--- src/rtl/slot_valid_n_if.sv ---
// Handshake bundle between the fetch/queue logic and the slot-valid tracker.
// master drives fetch/queue status; slave is the tracker.
interface slot_valid_n_if #(
  parameter int unsigned SLOTS = 3,
  parameter int unsigned QW    = 2
);
  logic             branchmiss;
  logic             phit;
  logic [SLOTS-1:0] ip_mask;
  logic [QW-1:0]    qcnt;
  logic [SLOTS-1:0] slot_jc;
  logic [SLOTS-1:0] take_branch;
  logic             debug_on;
  logic [SLOTS-1:0] slotv;
  logic [SLOTS-1:0] slotvd;
  logic [SLOTS-1:0] qslot;
  logic [QW-1:0]    nq;
  logic             nextb;
  logic             busy;

  modport master (
    output branchmiss, phit, ip_mask, qcnt, slot_jc, take_branch, debug_on,
    input  slotv, slotvd, qslot, nq, nextb, busy
  );

  modport slave (
    input  branchmiss, phit, ip_mask, qcnt, slot_jc, take_branch, debug_on,
    output slotv, slotvd, qslot, nq, nextb, busy
  );
endinterface

--- src/rtl/slot_valid_n.sv ---
// Slot-valid tracker: holds the pending-slot mask of the current fetch bundle and
// picks up to WAYS oldest pending slots per cycle for the instruction queue.
module slot_valid_n #(
  parameter int unsigned SLOTS     = 3,
  parameter int unsigned WAYS      = 3,
  parameter int unsigned FLUSH_CYC = 1,
  parameter int unsigned QW        = $clog2(WAYS + 1)
) (
  input logic           clk,
  input logic           rst,
  slot_valid_n_if.slave bus
);

  localparam logic [1:0] StEmpty  = 2'd0;
  localparam logic [1:0] StActive = 2'd1;
  localparam logic [1:0] StFlush  = 2'd2;

  localparam logic [3:0] FlushLoad = 4'(FLUSH_CYC);

  logic [1:0]       state_q, state_d;
  logic [SLOTS-1:0] slotv_q, slotv_d;
  logic [SLOTS-1:0] slotvd_q, slotvd_d;
  logic [3:0]       fcnt_q, fcnt_d;
  logic [SLOTS-1:0] qslot;
  logic             trunc;
  logic [QW-1:0]    nq;
  logic             nextb;

  // Pick the oldest k pending slots; stop after the first taken jump/call/branch.
  always_comb begin : p_select
    int unsigned lim;
    int unsigned taken;
    qslot = '0;
    trunc = 1'b0;
    taken = 0;
    lim   = 32'(bus.qcnt);
    if (lim > WAYS) lim = WAYS;
    if (bus.debug_on && lim > 1) lim = 1;
    for (int unsigned i = 0; i < SLOTS; i++) begin
      if (slotv_q[i] && taken < lim && !trunc) begin
        qslot[i] = 1'b1;
        taken++;
        if (bus.slot_jc[i] || bus.take_branch[i]) trunc = 1'b1;
      end
    end
    if (state_q != StActive || bus.branchmiss) begin
      qslot = '0;
      trunc = 1'b0;
    end
  end

  // Issue count is the popcount of the selected mask.
  always_comb begin
    nq = '0;
    for (int unsigned i = 0; i < SLOTS; i++) nq = nq + QW'(qslot[i]);
  end

  // State machine and pending-mask update; branchmiss wins over everything but reset.
  always_comb begin
    state_d  = state_q;
    slotv_d  = slotv_q;
    slotvd_d = slotvd_q;
    fcnt_d   = fcnt_q;
    nextb    = 1'b0;
    if (bus.branchmiss) begin
      slotv_d = '0;
      if (FLUSH_CYC > 0) begin
        state_d = StFlush;
        fcnt_d  = FlushLoad;
      end else begin
        state_d = StEmpty;
        fcnt_d  = '0;
      end
    end else begin
      case (state_q)
        StEmpty: begin
          if (bus.phit) begin
            if (bus.ip_mask != '0) begin
              slotv_d  = bus.ip_mask;
              slotvd_d = bus.ip_mask;
              state_d  = StActive;
            end else begin
              // Empty bundle: nothing to hold, ask for the next one right away.
              nextb = 1'b1;
            end
          end
        end
        StActive: begin
          slotv_d = trunc ? '0 : (slotv_q & ~qslot);
          if (slotv_d == '0) begin
            nextb   = 1'b1;
            state_d = StEmpty;
          end
        end
        StFlush: begin
          slotv_d = '0;
          fcnt_d  = (fcnt_q != 4'd0) ? fcnt_q - 4'd1 : 4'd0;
          if (fcnt_q <= 4'd1) state_d = StEmpty;
        end
        default: state_d = StEmpty;
      endcase
    end
  end

  // State registers with synchronous reset.
  always_ff @(posedge clk) begin
    if (rst) begin
      state_q  <= StEmpty;
      slotv_q  <= '0;
      slotvd_q <= '0;
      fcnt_q   <= '0;
    end else begin
      state_q  <= state_d;
      slotv_q  <= slotv_d;
      slotvd_q <= slotvd_d;
      fcnt_q   <= fcnt_d;
    end
  end

  assign bus.slotv  = slotv_q;
  assign bus.slotvd = slotvd_q;
  assign bus.qslot  = qslot;
  assign bus.nq     = nq;
  assign bus.nextb  = nextb;
  assign bus.busy   = (state_q != StEmpty);

endmodule

--- src/flat_wrapper.sv ---
// flat-port wrapper written by rule: the top's interface ports become plain ports
module slot_valid_n_flat 
#(
  parameter int unsigned SLOTS     = 3,
  parameter int unsigned WAYS      = 3,
  parameter int unsigned FLUSH_CYC = 1,
  parameter int unsigned QW        = $clog2(WAYS + 1)
)
  (clk, rst, bus_branchmiss, bus_phit, bus_ip_mask, bus_qcnt, bus_slot_jc, bus_take_branch, bus_debug_on, bus_slotv, bus_slotvd, bus_qslot, bus_nq, bus_nextb, bus_busy);
  slot_valid_n_if #(.SLOTS(SLOTS), .QW(QW)) bus_i ();
  input logic clk;
  input logic rst;
  input wire logic [$bits(bus_i.branchmiss)-1:0] bus_branchmiss;
  input wire logic [$bits(bus_i.phit)-1:0] bus_phit;
  input wire logic [$bits(bus_i.ip_mask)-1:0] bus_ip_mask;
  input wire logic [$bits(bus_i.qcnt)-1:0] bus_qcnt;
  input wire logic [$bits(bus_i.slot_jc)-1:0] bus_slot_jc;
  input wire logic [$bits(bus_i.take_branch)-1:0] bus_take_branch;
  input wire logic [$bits(bus_i.debug_on)-1:0] bus_debug_on;
  output wire logic [$bits(bus_i.slotv)-1:0] bus_slotv;
  output wire logic [$bits(bus_i.slotvd)-1:0] bus_slotvd;
  output wire logic [$bits(bus_i.qslot)-1:0] bus_qslot;
  output wire logic [$bits(bus_i.nq)-1:0] bus_nq;
  output wire logic [$bits(bus_i.nextb)-1:0] bus_nextb;
  output wire logic [$bits(bus_i.busy)-1:0] bus_busy;
  assign bus_i.branchmiss = bus_branchmiss;
  assign bus_i.phit = bus_phit;
  assign bus_i.ip_mask = bus_ip_mask;
  assign bus_i.qcnt = bus_qcnt;
  assign bus_i.slot_jc = bus_slot_jc;
  assign bus_i.take_branch = bus_take_branch;
  assign bus_i.debug_on = bus_debug_on;
  assign bus_slotv = bus_i.slotv;
  assign bus_slotvd = bus_i.slotvd;
  assign bus_qslot = bus_i.qslot;
  assign bus_nq = bus_i.nq;
  assign bus_nextb = bus_i.nextb;
  assign bus_busy = bus_i.busy;
  slot_valid_n #(.SLOTS(SLOTS), .WAYS(WAYS), .FLUSH_CYC(FLUSH_CYC), .QW(QW)) u_core (.clk(clk), .rst(rst), .bus(bus_i));
endmodule
--- config.mk ---
export PLATFORM = sky130hd
export DESIGN_NAME = slot_valid_n_flat
export DESIGN_NICKNAME = d
export VERILOG_FILES = /design/src/rtl/slot_valid_n_if.sv /design/src/rtl/slot_valid_n.sv /design/src/flat_wrapper.sv
export SDC_FILE = /design/constraint.sdc
export NUM_CORES = 1
export LEC_CHECK = 0
export BUFFER_PORTS_ARGS = -buffer_cell sky130_fd_sc_hd__buf_2
export CAP_MARGIN = 10
export CORE_UTILIZATION = 55
export CTS_BUF_LIST = sky130_fd_sc_hd__clkbuf_4
export CTS_CLUSTER_DIAMETER = 200
export DETAILED_ROUTE_END_ITERATION = 12
export PLACE_DENSITY = 0.85
export SKIP_LAST_GASP = 1
export SYNTH_ARGS = -nofsm -noshare
export SYNTH_HDL_FRONTEND = slang
export SYNTH_SLANG_ARGS = --single-unit
export TNS_END_PERCENT = 1
--- constraint.sdc ---
create_clock -name clk -period 11.82 [get_ports clk]
set_clock_uncertainty 0.2 [all_clocks]
set_input_delay 2.364 -clock clk [delete_from_list [all_inputs] [get_ports clk]]
set_output_delay 2.364 -clock clk [all_outputs]
set_load 0.01 [all_outputs]
# After elaboration in Yosys (flattened, before gate mapping)
# Cells that the tools add are included.
totals:
  regBits: 12
  input_bits: 16
op_classes:
  n_addsub: 4
  magnitude_cmp: 5
  eq_ne: 11
  mux: 32
  bitwise_logic: 3
  reduce_logical: 24
ops:
  columns: ["cell", "n"]
  rows:
  - ["1-bit by 32-bit < comparator with 1-bit output", 1]
  - ["32-bit < comparator", 1]
  - ["32-bit 2-to-1 mux", 1]
  - ["1-bit 2-to-1 mux", 17]
  - ["2-bit 2-to-1 mux", 6]
  - ["3-bit 2-to-1 mux", 4]
  - ["4-bit AND reduction", 3]
  - ["3-bit by 2-bit inequality test with 1-bit output, second input constant", 3]
  - ["3-bit one-hot mux with 3 select lines", 1]
  - ["2-bit by 1-bit inequality test with 1-bit output, second input constant", 4]
  - ["1-bit logical AND", 6]
  - ["2-bit one-hot mux with 3 select lines", 1]
  - ["3-bit nonzero test", 2]
  - ["4-bit by 1-bit less-or-equal comparator with 1-bit output, second input constant", 1]
  - ["1-bit logical OR", 4]
  - ["4-bit 2-to-1 mux", 1]
  - ["2-bit nonzero test", 2]
  - ["4-bit nonzero test", 1]
  - ["4-bit by 1-bit subtractor with 4-bit output, second input constant", 1]
  - ["3-bit AND", 1]
  - ["3-bit zero test", 1]
  - ["3-bit inequality test, second input constant", 1]
  - ["3-bit NOT", 1]
  - ["3-bit AND reduction", 1]
  - ["13 further kinds", 14]

# Longest topological paths before layout
depth:
  depth_word: 22
  mapped_depth: 11

# Worst setup path after synthesis
# OpenSTA, ideal clock, no wires.
synth_path:
  kind: "input-to-output"
  start: "input bus_qcnt[0]"
  end: "output bus_nq[0]"
  arrival_ns: 4.813
  required_ns: 9.256
  setup_slack_ns: 4.443
  cell_stages: 10
  n_path_buf: 0
  cell_sequence: "o21ba_2 o21ai_0 nor2_1 ha_1 ha_1 nor2b_1 a221o_1 or4_4 inv_1 fa_1"
synth_between:
  elab_chain_cells: 16
  elab_cells_between_ends: 25
  cone_classes: "add/sub (3); order compare (4); mux (10); reduce/logical (8)"
synth_lines:
  columns: ["item", "line_no", "source"]
  rows:
  - ["start: declaration", "flat_wrapper.sv:16", "input wire logic [$bits(bus_i.qcnt)-1:0] bus_qcnt;"]
  - ["2-bit by 1-bit greater-than comparator with 1-bit output", "slot_valid_n.sv:38", "if (bus.debug_on && lim > 1) lim = 1;"]
  - ["1-bit logical AND", "slot_valid_n.sv:38", null]
  - ["2-bit 2-to-1 mux (*)", "slot_valid_n.sv:38", null]
  - ["1-bit by 2-bit < comparator with 1-bit output", "slot_valid_n.sv:40", "if (slotv_q[i] && taken < lim && !trunc) begin"]
  - ["1-bit logical AND", "slot_valid_n.sv:40", null]
  - ["1-bit 2-to-1 mux", "slot_valid_n.sv:40", null]
  - ["1-bit by 32-bit < comparator with 1-bit output", "slot_valid_n.sv:40", null]
  - ["1-bit logical AND (2 in a row)", "slot_valid_n.sv:40", null]
  - ["32-bit 2-to-1 mux", "slot_valid_n.sv:40", null]
  - ["32-bit < comparator", "slot_valid_n.sv:40", null]
  - ["1-bit logical AND", "slot_valid_n.sv:40", null]
  - ["1-bit logical AND (*)", "slot_valid_n.sv:40", null]
  - ["1-bit 2-to-1 mux (*)", "slot_valid_n.sv:40", null]
  - ["3-bit 2-to-1 mux (*)", "slot_valid_n.sv:46", "if (state_q != StActive || bus.branchmiss) begin"]
  - ["via bus_qslot[2]", "flat_wrapper.sv:22", "output wire logic [$bits(bus_i.qslot)-1:0] bus_qslot;"]
  - ["2-bit by 1-bit adder with 2-bit output (*)", "slot_valid_n.sv:55", "for (int unsigned i = 0; i < SLOTS; i++) nq = nq + QW'(qslot[i]);"]
  - ["end: declaration", "flat_wrapper.sv:23", "output wire logic [$bits(bus_i.nq)-1:0] bus_nq;"]
# Mark *: on every way through the listed nets, which the timed path passes. The rest lies on a longest branch.

# Final worst setup path
layout_path:
  start: "input bus_qcnt[0]"
  end: "output bus_nq[0]"
layout_between:
  elab_chain_cells: 16
  elab_cells_between_ends: 25
  cone_classes: "add/sub (3); order compare (4); mux (10); reduce/logical (8)"
layout_lines:
  columns: ["item", "line_no"]
  rows:
  - ["2-bit by 1-bit greater-than comparator with 1-bit output", "slot_valid_n.sv:38"]
  - ["1-bit logical AND", "slot_valid_n.sv:38"]
  - ["2-bit 2-to-1 mux (*)", "slot_valid_n.sv:38"]
  - ["1-bit by 2-bit < comparator with 1-bit output", "slot_valid_n.sv:40"]
  - ["1-bit logical AND", "slot_valid_n.sv:40"]
  - ["1-bit 2-to-1 mux", "slot_valid_n.sv:40"]
  - ["1-bit by 32-bit < comparator with 1-bit output", "slot_valid_n.sv:40"]
  - ["1-bit logical AND (2 in a row)", "slot_valid_n.sv:40"]
  - ["32-bit 2-to-1 mux", "slot_valid_n.sv:40"]
  - ["32-bit < comparator", "slot_valid_n.sv:40"]
  - ["1-bit logical AND (2 in a row)", "slot_valid_n.sv:40"]
  - ["1-bit 2-to-1 mux", "slot_valid_n.sv:40"]
  - ["3-bit 2-to-1 mux (*)", "slot_valid_n.sv:46"]
  - ["2-bit by 1-bit adder with 2-bit output (*)", "slot_valid_n.sv:55"]
# Mark *: on every way between the ends. The rest lies on a longest branch, timed or not.

==> impl_metrics.py <==
metrics = {
    "run_status": {
        "status": "finished clean",
    },
    "critical_path": {
        "r2r_end": "u_core.state_q[0]",
        "cp_top_family": "adder cells",
        "rrSetupSlack_ps": 8600,
        "start_kind": "input port",
        "critPathMaxStageDelay_ps": 540,
        "critPathArrivalTime_ps": 5170,
        "rr_startpoint": "u_core.bus.slotv[0]",
        "cp_slowest_cell": "or4_4",
        "crit_type": "in -> out",
        "crit_required_ps": 9260,
        "worstRegToRegCells": 11,
        "cp-startpoint": "bus_qcnt[0]",
        "worstSetupEndpoint": "bus_nq[0]",
        "cp_num_buf_inv": 3,
        "crit_path_end_kind": "output pin",
        "path_max_fanout": 4,
        "crit_chain": "buf_2 > o21ba_2 > o21ai_0 > nor2_1 > ha_1 > ha_1 > nor2b_1 > a221o_1 > or4_4 > inv_1 > fa_1 > buf_2",
        "cp_num_cells": 12,
    },
    "clock_tree": {
        "cts-root-buf": "clkbuf_4",
        "clkSinkCount": 12,
        "clk_pin_slew_ps": 80,
        "htree_num_levels": 1,
        "hold_buffers": 0,
        "cts_tree": "built",
        "cts_post_setup_buffers_inserted": 0,
        "cts_made_buffers": 3,
        "post_cts_resized": 0,
        "clock_latency_ps": 270,
        "clockBufferDepth": 2,
    },
    "synthesis": {
        "synth_top_area_share_pct": 28.2,
        "syn_nets": 131,
        "yosysWarnings": 0,
        "postSynth.asyncResetShare_pct": 0,
        "synth_top_area_cell": "dfxtp_1",
        "synth_area_leaders": "dfxtp_1 (28%), ha_1 (8.8%), nor2_1 (7.5%)",
        "synth.most_common_cell": "nor2_1",
        "synth-seq-cells": 12,
        "ys_types": 38,
        "seq_area_frac_synth_pct": 28.2,
        "synth_edf_count": 0,
        "synth_area_per_cell_um2": 7.89,
        "netlist_top_cells_count": "nor2_1 (17), dfxtp_1 (12), inv_1 (7), nand2b_1 (7), nor3_1 (7)",
        "synthCells": 108,
        "synth-main-ff-cell": "dfxtp_1",
        "syn_area_um2": 852,
    },
    "run": {
        "cap_violations": 0,
    },
    "detailed_routing": {
        "drc": 0,
        "drt_wl_total_um": 1960,
        "routedWlPerCell_um": 12.9,
        "drt_iter0_drc": 23,
        "antenna_left": 0,
        "route.vias.total": 875,
        "via_per_inst": 5.76,
        "dr.pass1.iters": 4,
    },
    "worst_hold_path": {
        "hold-path-cell-count": 2,
        "hold_path_class": "reg -> reg",
    },
    "sta": {
        "setup_violations": 0,
        "rsz0062_at_grt": "no",
        "setup_tns_ps": 0,
        "worst_pin_slew_ps": 759,
        "hold_viol_final": 0,
        "period_needed_ps": 7740,
        "min_period_over_period_pct": 65.4,
        "layout_setup_ws_ps": 4080,
        "slew_headroom_pct": 48.9,
        "slew_violations": 0,
        "holdWs_ps": 275,
        "fmax_mhz": 129,
    },
    "global_routing": {
        "grt_start_max_net_pins": 10,
        "antenna_found_initial": 0,
        "overflow": 0,
        "grt_util_all_layers_pct": 24.6,
        "grt_pass1_wl_um": 2770,
        "first_global_vias": 688,
    },
    "final_layout": {
        "area_growth_pct": 20.4,
        "fin_cells": 152,
        "fin_area_um2": 1030,
        "final_core_util_pct": 75.1,
        "n_antenna_cell": 0,
        "num-nets-final": 161,
        "drive_above_1_share_pct": 27.0,
    },
    "power": {
        "p_total_mw": 0.0907,
        "ir_worst_vdd_v": 0.0000801,
        "leakagePower_nw": 0.503,
        "power_density_nw_per_um2": 88.4,
    },
    "placement": {
        "dp_hpwl_um": 1570,
        "place_congestion": 0.776,
        "portBuffers": 28,
        "place_area_um2": 1000,
        "place_inst": 148,
        "pre_cts_slack_ps": 4100,
    },
    "floorplanning": {
        "num_rows": 13,
        "io_pins": 29,
        "dieHeight_um": 41.4,
        "start_util_pct": 62.4,
        "die_area_um2": 1710,
        "core-area_um2": 1370,
        "die_w_um": 41.4,
    },
}
## registers in the layout, indices dropped and copies added (netlist names)
name	cells
u_core.bus.slotvd	3
u_core.fcnt_q	4
u_core.state_q	2
u_core.bus.slotv	3
## final cells by class
type	instances	area, um2
Multi-Input combinational cell	86	574
Fill cell	123	340
Sequential cell	12	240
Timing Repair Buffer	28	140
Inverter	7	26.3
Clock buffer	3	22.5
Tap cell	15	18.8
Clock inverter	1	3.75
## per-layer routing
layer	GRT usage (%)	part of all wire, %
met5	0	0
met4	12.1	0.72
met3	1.60	4.9
met2	40.2	45
met1	32.6	49
## how the worst min path moves through the flow
stage	startpoint	to	slack, ps
finish	u_core.fcnt_q[3]	u_core.fcnt_q[3]	280
global route	u_core.fcnt_q[3]	u_core.fcnt_q[3]	310
CTS	u_core.fcnt_q[3]	u_core.fcnt_q[3]	270
detailed placement	u_core.fcnt_q[3]	u_core.fcnt_q[3]	260
global placement	u_core.fcnt_q[3]	u_core.fcnt_q[3]	250
floorplan	u_core.fcnt_q[3]	u_core.fcnt_q[3]	240
## tightest hold or removal path, stage by stage (launching register included)
cell	delay [ps]
dfxtp_1	340
nand2_1	70
nor2_1	30
## cells by family (layout without fill, tap and decap cells)
| kind of cell | after synthesis | after routing | share of synthesized area, % |
|---|---|---|---|
| buffers and inverters | 10 | 39 | 4.41 |
| AOI/OAI and AO/OA | 28 | 28 | 24.2 |
| DFF | 12 | 12 | 28.2 |
| adders and majority gates | 7 | 7 | 11.2 |
| and+or+nand+nor | 48 | 48 | 28.5 |
| muxes | 3 | 3 | 3.52 |
## power by group
| part | switching [mW] | total [mW] | internal [mW] |
|---|---|---|---|
| Combinational | 0.0128 | 0.0228 | 0.0100 |
| Sequential | 0.00126 | 0.0433 | 0.0420 |
| Clock | 0.0125 | 0.0247 | 0.0122 |
| Total | 0.0265 | 0.0907 | 0.0642 |
## cells in the final DEF (no fill, tap or decap), types with 2 or more instances in the layout
cell type and n:
buf_2 28, nor2_1 17, dfxtp_1 12, inv_1 7
nand2b_1 7, nor3_1 7, o21ai_0 6, nand2_1 6
ha_1 6, mux2i_1 3, a21oi_1 3, clkbuf_4 3
nor2b_1 2, o31ai_1 2, a31oi_1 2, nand3b_1 2
nor3b_1 2
(Power assumes the default switching activity.)
